## src/rtl/inst_cache.sv

```systemverilog
// Direct-mapped, one-word-per-line instruction cache that refills a missing
// word byte by byte from an external memory with a fixed 1-cycle read latency.
module inst_cache #(
    parameter int INDEX_W = 6
) (
    input  logic        clk,
    input  logic        rst,
    input  logic        rom_ce_i,
    input  logic [31:0] rom_addr_i,
    output logic [31:0] rom_data_o,
    output logic        rom_valid_o,
    output logic        stall_o,
    input  logic        flush_i,
    output logic [31:0] mem_a_o,
    output logic        mem_rd_o,
    input  logic [7:0]  mem_din_i
);
    localparam int LINES = 1 << INDEX_W;
    localparam int TAG_W = 32 - INDEX_W - 2;

    typedef enum logic [0:0] {
        IDLE  = 1'b0,
        FETCH = 1'b1
    } state_t;

    state_t            state_q, state_d;
    logic [2:0]        cnt_q, cnt_d;
    logic [31:0]       base_q, base_d;
    logic [31:0]       mem_a_q, mem_a_d;
    logic [23:0]       buf_q, buf_d;
    logic [LINES-1:0]  valid_q, valid_d;
    logic [TAG_W-1:0]  tag_q  [LINES];
    logic [31:0]       data_q [LINES];

    logic [INDEX_W-1:0] req_idx_s;
    logic [INDEX_W-1:0] base_idx_s;
    logic [TAG_W-1:0]   req_tag_s;
    logic [TAG_W-1:0]   base_tag_s;
    logic               hit_s;
    logic               line_we_s;
    logic [31:0]        line_word_s;
    logic               unused_s;

    assign req_idx_s   = rom_addr_i[INDEX_W+1:2];
    assign req_tag_s   = rom_addr_i[31:INDEX_W+2];
    assign base_idx_s  = base_q[INDEX_W+1:2];
    assign base_tag_s  = base_q[31:INDEX_W+2];
    assign unused_s    = ^rom_addr_i[1:0];
    // The last byte arrives in the same cycle the line is written.
    assign line_word_s = {mem_din_i, buf_q};

    assign hit_s = (state_q == IDLE) && rom_ce_i && valid_q[req_idx_s]
                   && (tag_q[req_idx_s] == req_tag_s);

    // Lookup, refill sequencing and next-state computation.
    always_comb begin
        state_d     = state_q;
        cnt_d       = cnt_q;
        base_d      = base_q;
        buf_d       = buf_q;
        valid_d     = valid_q;
        mem_a_d     = mem_a_q;
        mem_a_o     = mem_a_q;
        mem_rd_o    = 1'b0;
        rom_valid_o = 1'b0;
        rom_data_o  = 32'h0000_0000;
        stall_o     = 1'b0;
        line_we_s   = 1'b0;

        case (state_q)
            IDLE: begin
                if (rom_ce_i) begin
                    if (hit_s) begin
                        rom_valid_o = 1'b1;
                        rom_data_o  = data_q[req_idx_s];
                    end else begin
                        stall_o = 1'b1;
                        state_d = FETCH;
                        cnt_d   = 3'd0;
                        base_d  = {rom_addr_i[31:2], 2'b00};
                    end
                end else begin
                    state_d = IDLE;
                end
            end
            FETCH: begin
                stall_o = 1'b1;
                if (cnt_q < 3'd4) begin
                    mem_rd_o = 1'b1;
                    mem_a_o  = base_q + {29'd0, cnt_q};
                    mem_a_d  = base_q + {29'd0, cnt_q};
                end else begin
                    mem_rd_o = 1'b0;
                end
                // Byte read in cycle cnt-1 is on mem_din_i now.
                case (cnt_q)
                    3'd1:    buf_d[7:0]   = mem_din_i;
                    3'd2:    buf_d[15:8]  = mem_din_i;
                    3'd3:    buf_d[23:16] = mem_din_i;
                    default: buf_d        = buf_q;
                endcase
                if (cnt_q == 3'd4) begin
                    line_we_s           = 1'b1;
                    valid_d[base_idx_s] = 1'b1;
                    state_d             = IDLE;
                end else begin
                    cnt_d = cnt_q + 3'd1;
                end
            end
            default: begin
                state_d = IDLE;
            end
        endcase

        // Flush beats both a pending miss and a completing refill.
        if (flush_i) begin
            valid_d   = {LINES{1'b0}};
            state_d   = IDLE;
            line_we_s = 1'b0;
        end else begin
            valid_d = valid_d;
        end
    end

    // Control state registers with synchronous reset.
    always_ff @(posedge clk) begin
        if (rst) begin
            state_q <= IDLE;
            cnt_q   <= 3'd0;
            base_q  <= 32'h0000_0000;
            mem_a_q <= 32'h0000_0000;
            buf_q   <= 24'h00_0000;
            valid_q <= {LINES{1'b0}};
        end else begin
            state_q <= state_d;
            cnt_q   <= cnt_d;
            base_q  <= base_d;
            mem_a_q <= mem_a_d;
            buf_q   <= buf_d;
            valid_q <= valid_d;
        end
    end

    // Tag and data arrays; contents are qualified by valid_q so need no reset.
    always_ff @(posedge clk) begin
        if (line_we_s && !rst) begin
            tag_q[base_idx_s]  <= base_tag_s;
            data_q[base_idx_s] <= line_word_s;
        end
    end

endmodule

```

## config.mk

```make
export PLATFORM = sky130hd
export DESIGN_NAME = inst_cache
export DESIGN_NICKNAME = d
export VERILOG_FILES = /design/src/rtl/inst_cache.sv
export SDC_FILE = /design/constraint.sdc
export NUM_CORES = 2
export LEC_CHECK = 0
export CAP_MARGIN = 20
export CORE_UTILIZATION = 40
export CTS_CLUSTER_SIZE = 10
export DETAILED_ROUTE_END_ITERATION = 7
export GPL_ROUTABILITY_DRIVEN = 0
export PLACE_DENSITY_LB_ADDON = 0.1
export RECOVER_POWER = 25
export SETUP_SLACK_MARGIN = 0.5
export SLEW_MARGIN = 5
export SYNTH_ARGS = -nofsm -noshare
export SYNTH_HDL_FRONTEND = slang
export SYNTH_SLANG_ARGS = --single-unit
```

## constraint.sdc

```tcl
create_clock -name clk -period 15.8 [get_ports clk]
set_input_delay 3.16 -clock clk [delete_from_list [all_inputs] [get_ports clk]]
set_output_delay 3.16 -clock clk [all_outputs]
set_load 0.05 [all_outputs]
```

==> impl_metrics.yaml <==
route:
  ant_nets: 0
  m1WireLength_mm: 189
  drtIter0Drc: 8365
  wl_met2_mm: 216
  highest_layer: "met5"
  vias: 70466
  via_per_inst: 5.99
  first_pass_iters: 8
  postRouteWirelength_mm: 446
  met3WireLength_mm: 28.2
  drcViolationCount: 0
  wl_per_cell_um: 37.9
outcome:
  status: "finished with violations"
  violations: "capacitance limit, slew limit"
placed_design:
  placed_cell_area_sq_um: 152000
  port_buffers: 108
  pre_cts_ws_ns: 2.50
  dp_hpwl_mm: 242
logic_synthesis:
  synthesis.nets: 6369
  async_flop_share: 0
  yosysMostFrequentCell: "edfxtp_1"
  avgSynthCellArea_sq_um: 22.7
  synth_area_sq_um: 144000
  ys_seq_elements: 3738
  synth_edf_count: 3584
  synthCells: 6319
  synth.distinct_cells: 83
  ys_warn_count: 0
  yosys.area.top_type: "edfxtp_1"
  ys_seq_area_frac: 0.771
  synth.area.top_cells: "edfxtp_1 (75%), mux4_2 (16%), dfxtp_1 (2.1%)"
  synth_top_area_frac: 0.749
  synth_common_cells: "edfxtp_1 (3584), mux4_2 (1036), nand2_1 (212)"
  synth-main-ff-cell: "edfxtp_1"
sta:
  worst_slew_pin_slew_ns: 3.75
  fin_ws_ns: 2.59
  max_freq_mhz: 75.7
  rsz0062_at_grt: "false"
  min_period_ns: 13.21
  drv_slew: 2325
  setup_viol_count_final: 0
  relSlewSlack: -1.50
  finalClockSkew_ns: 0.0641
  finalCritPeriodShare: 0.836
  hold_viol: 0
  fin_setup_tns_ns: 0
clocking:
  postCtsHoldBufs: 0
  ctsRootBufferMaster: "clkbuf_16"
  cts_sinks: 3738
  cts_tree: "done"
  htreeDepth: 5
  path_clk_slew_ns: 0.06
  cts_setup_buffers: 0
  clock_path_buffers: 4
  numCtsBuffers: 423
  cts-resized-gates: 0
  clk_latency_ns: 0.99
min_path:
  worstHoldStart: "valid_q[23]$_SDFFE_PP0P_"
  min_path_type: "flop to flop"
grt:
  grt-ovfl-total: 0
  grt.total_usage: 0.245
  first_global_vias: 71565
  grt_max_degree: 126
  grt_antenna_before_repair: 17
  grt_first_pass_wirelength_mm: 609
worst_setup_path:
  end_kind: "output pin"
  worstPathRequired_ns: 12.64
  startpoint: "rom_addr_i[2]"
  critical_path_class: "input port to output pin"
  start_kind: "input port"
  crit_arrival_ns: 10.05
  r2r-start: "tag_q[21][22]$_DFFE_PP_"
  critPathMaxFanout: 79
pwr:
  ir_drop_mv: 0.0952
  p_leak_nw: 51.6
  power_mw: 20.5
  p_per_area_nw_per_um2: 126
die:
  core_area_sq_um: 356000
  std_cell_rows: 219
  die_x_um: 601
  io_pins: 111
  start_util: 0.403
  die-area_sq_um: 361000
  die_y_um: 601
finish:
  final_nets: 6835
  final_area_sq_um: 164000
  area.growth.synth_to_final_pct: 13.9
  drive_gt1_frac: 0.268
flow_run:
  cap_viol_max_count: 37
## metal layers
metal / vias to the layer above / global-route usage
met5: - / 0
met3: 539 / 0.0340
met1: 39623 / 0.349
li1: 27711 / -
met4: 2 / 0.0640
met2: 2591 / 0.399
## worst paths after layout
path | endpoint | slack, ns | cells past startpoint
min reg2reg | valid_q[23]$_SDFFE_PP0P_ | 0.45 | 1
max | rom_data_o[21] | 2.59 | 14
min | valid_q[23]$_SDFFE_PP0P_ | 0.45 | 1
max reg2reg | base_q[15]$_SDFFE_PP0P_ | 11.13 | 11
## per-stage QoR
stage	instances	util	hold slack (ns)
4_1_cts	11741	0.459	0.447
6_report	11764	0.459	0.448
3_5_place_dp	11094	0.425	0.434
2_1_floorplan	6319	-	0.418
5_1_grt	11759	0.459	0.462
3_3_place_gp	11084	0.425	0.425
## area by class of cell
class | count | area [sq um]
diodes | 6 | 15.0
well taps | 4751 | 5940
inverters | 18 | 85.1
fillers | 29601 | 193000
flip-flops and latches | 3738 | 111000
multi-input cells | 2220 | 31600
repair buffers | 384 | 3330
clock buffers | 609 | 11400
clock inverters | 38 | 503
## power by group
part	leakage, nW	total [mW]	internal, mW	switching (mW)
combinational	11.7	0.918	0.354	0.565
sequential	34.1	10.8	10.8	0.00712
clock	5.72	8.80	4.97	3.83
total	51.6	20.5	16.1	4.40
## state kept, by name (all words and copies together) (netlist names)
register and count:
buf_q 24, base_q 30, cnt_q 3, mem_a_q 32
valid_q 64, data_q 2048, state_q 1, tag_q 1536
## critical path, cell delays in order
cell,delay (ns)
buf_16,0.42
buf_4,0.71
mux4_1,0.63
mux4_2,0.52
mux2i_1,0.46
nor3b_1,0.26
a2111oi_1,0.16
buf_4,0.20
a211oi_1,0.27
nor4b_1,0.28
nand4_1,0.41
buf_4,0.46
a311oi_1,0.89
clkdlybuf4s50_1,0.97
## cell usage in the layout (no fill, tap or decap), types with 53 or more instances in the layout
cell type,n
mux4_2,1036
clkbuf_1,215
dfxtp_1,142
a21o_1,68
clkdlybuf4s50_1,93
nor2b_1,63
nand2_1,211
nor2_4,65
edfxtp_1,3584
nand2b_1,72
buf_4,218
clkbuf_16,426
mux2i_1,115
nand3_1,53
## cell families after synthesis
kind of cell,count (synthesis),synth area share
flip-flops,3738,0.771
multiplexers,1182,0.174
AND/OR/NAND/NOR,642,0.0222
buffers and inverters,361,0.0130
AO/OA/AOI/OAI,358,0.0176
XOR/XNOR,32,0.00195
adder cells (fa/ha/maj),6,0.000523
(Power assumes the default switching activity.)
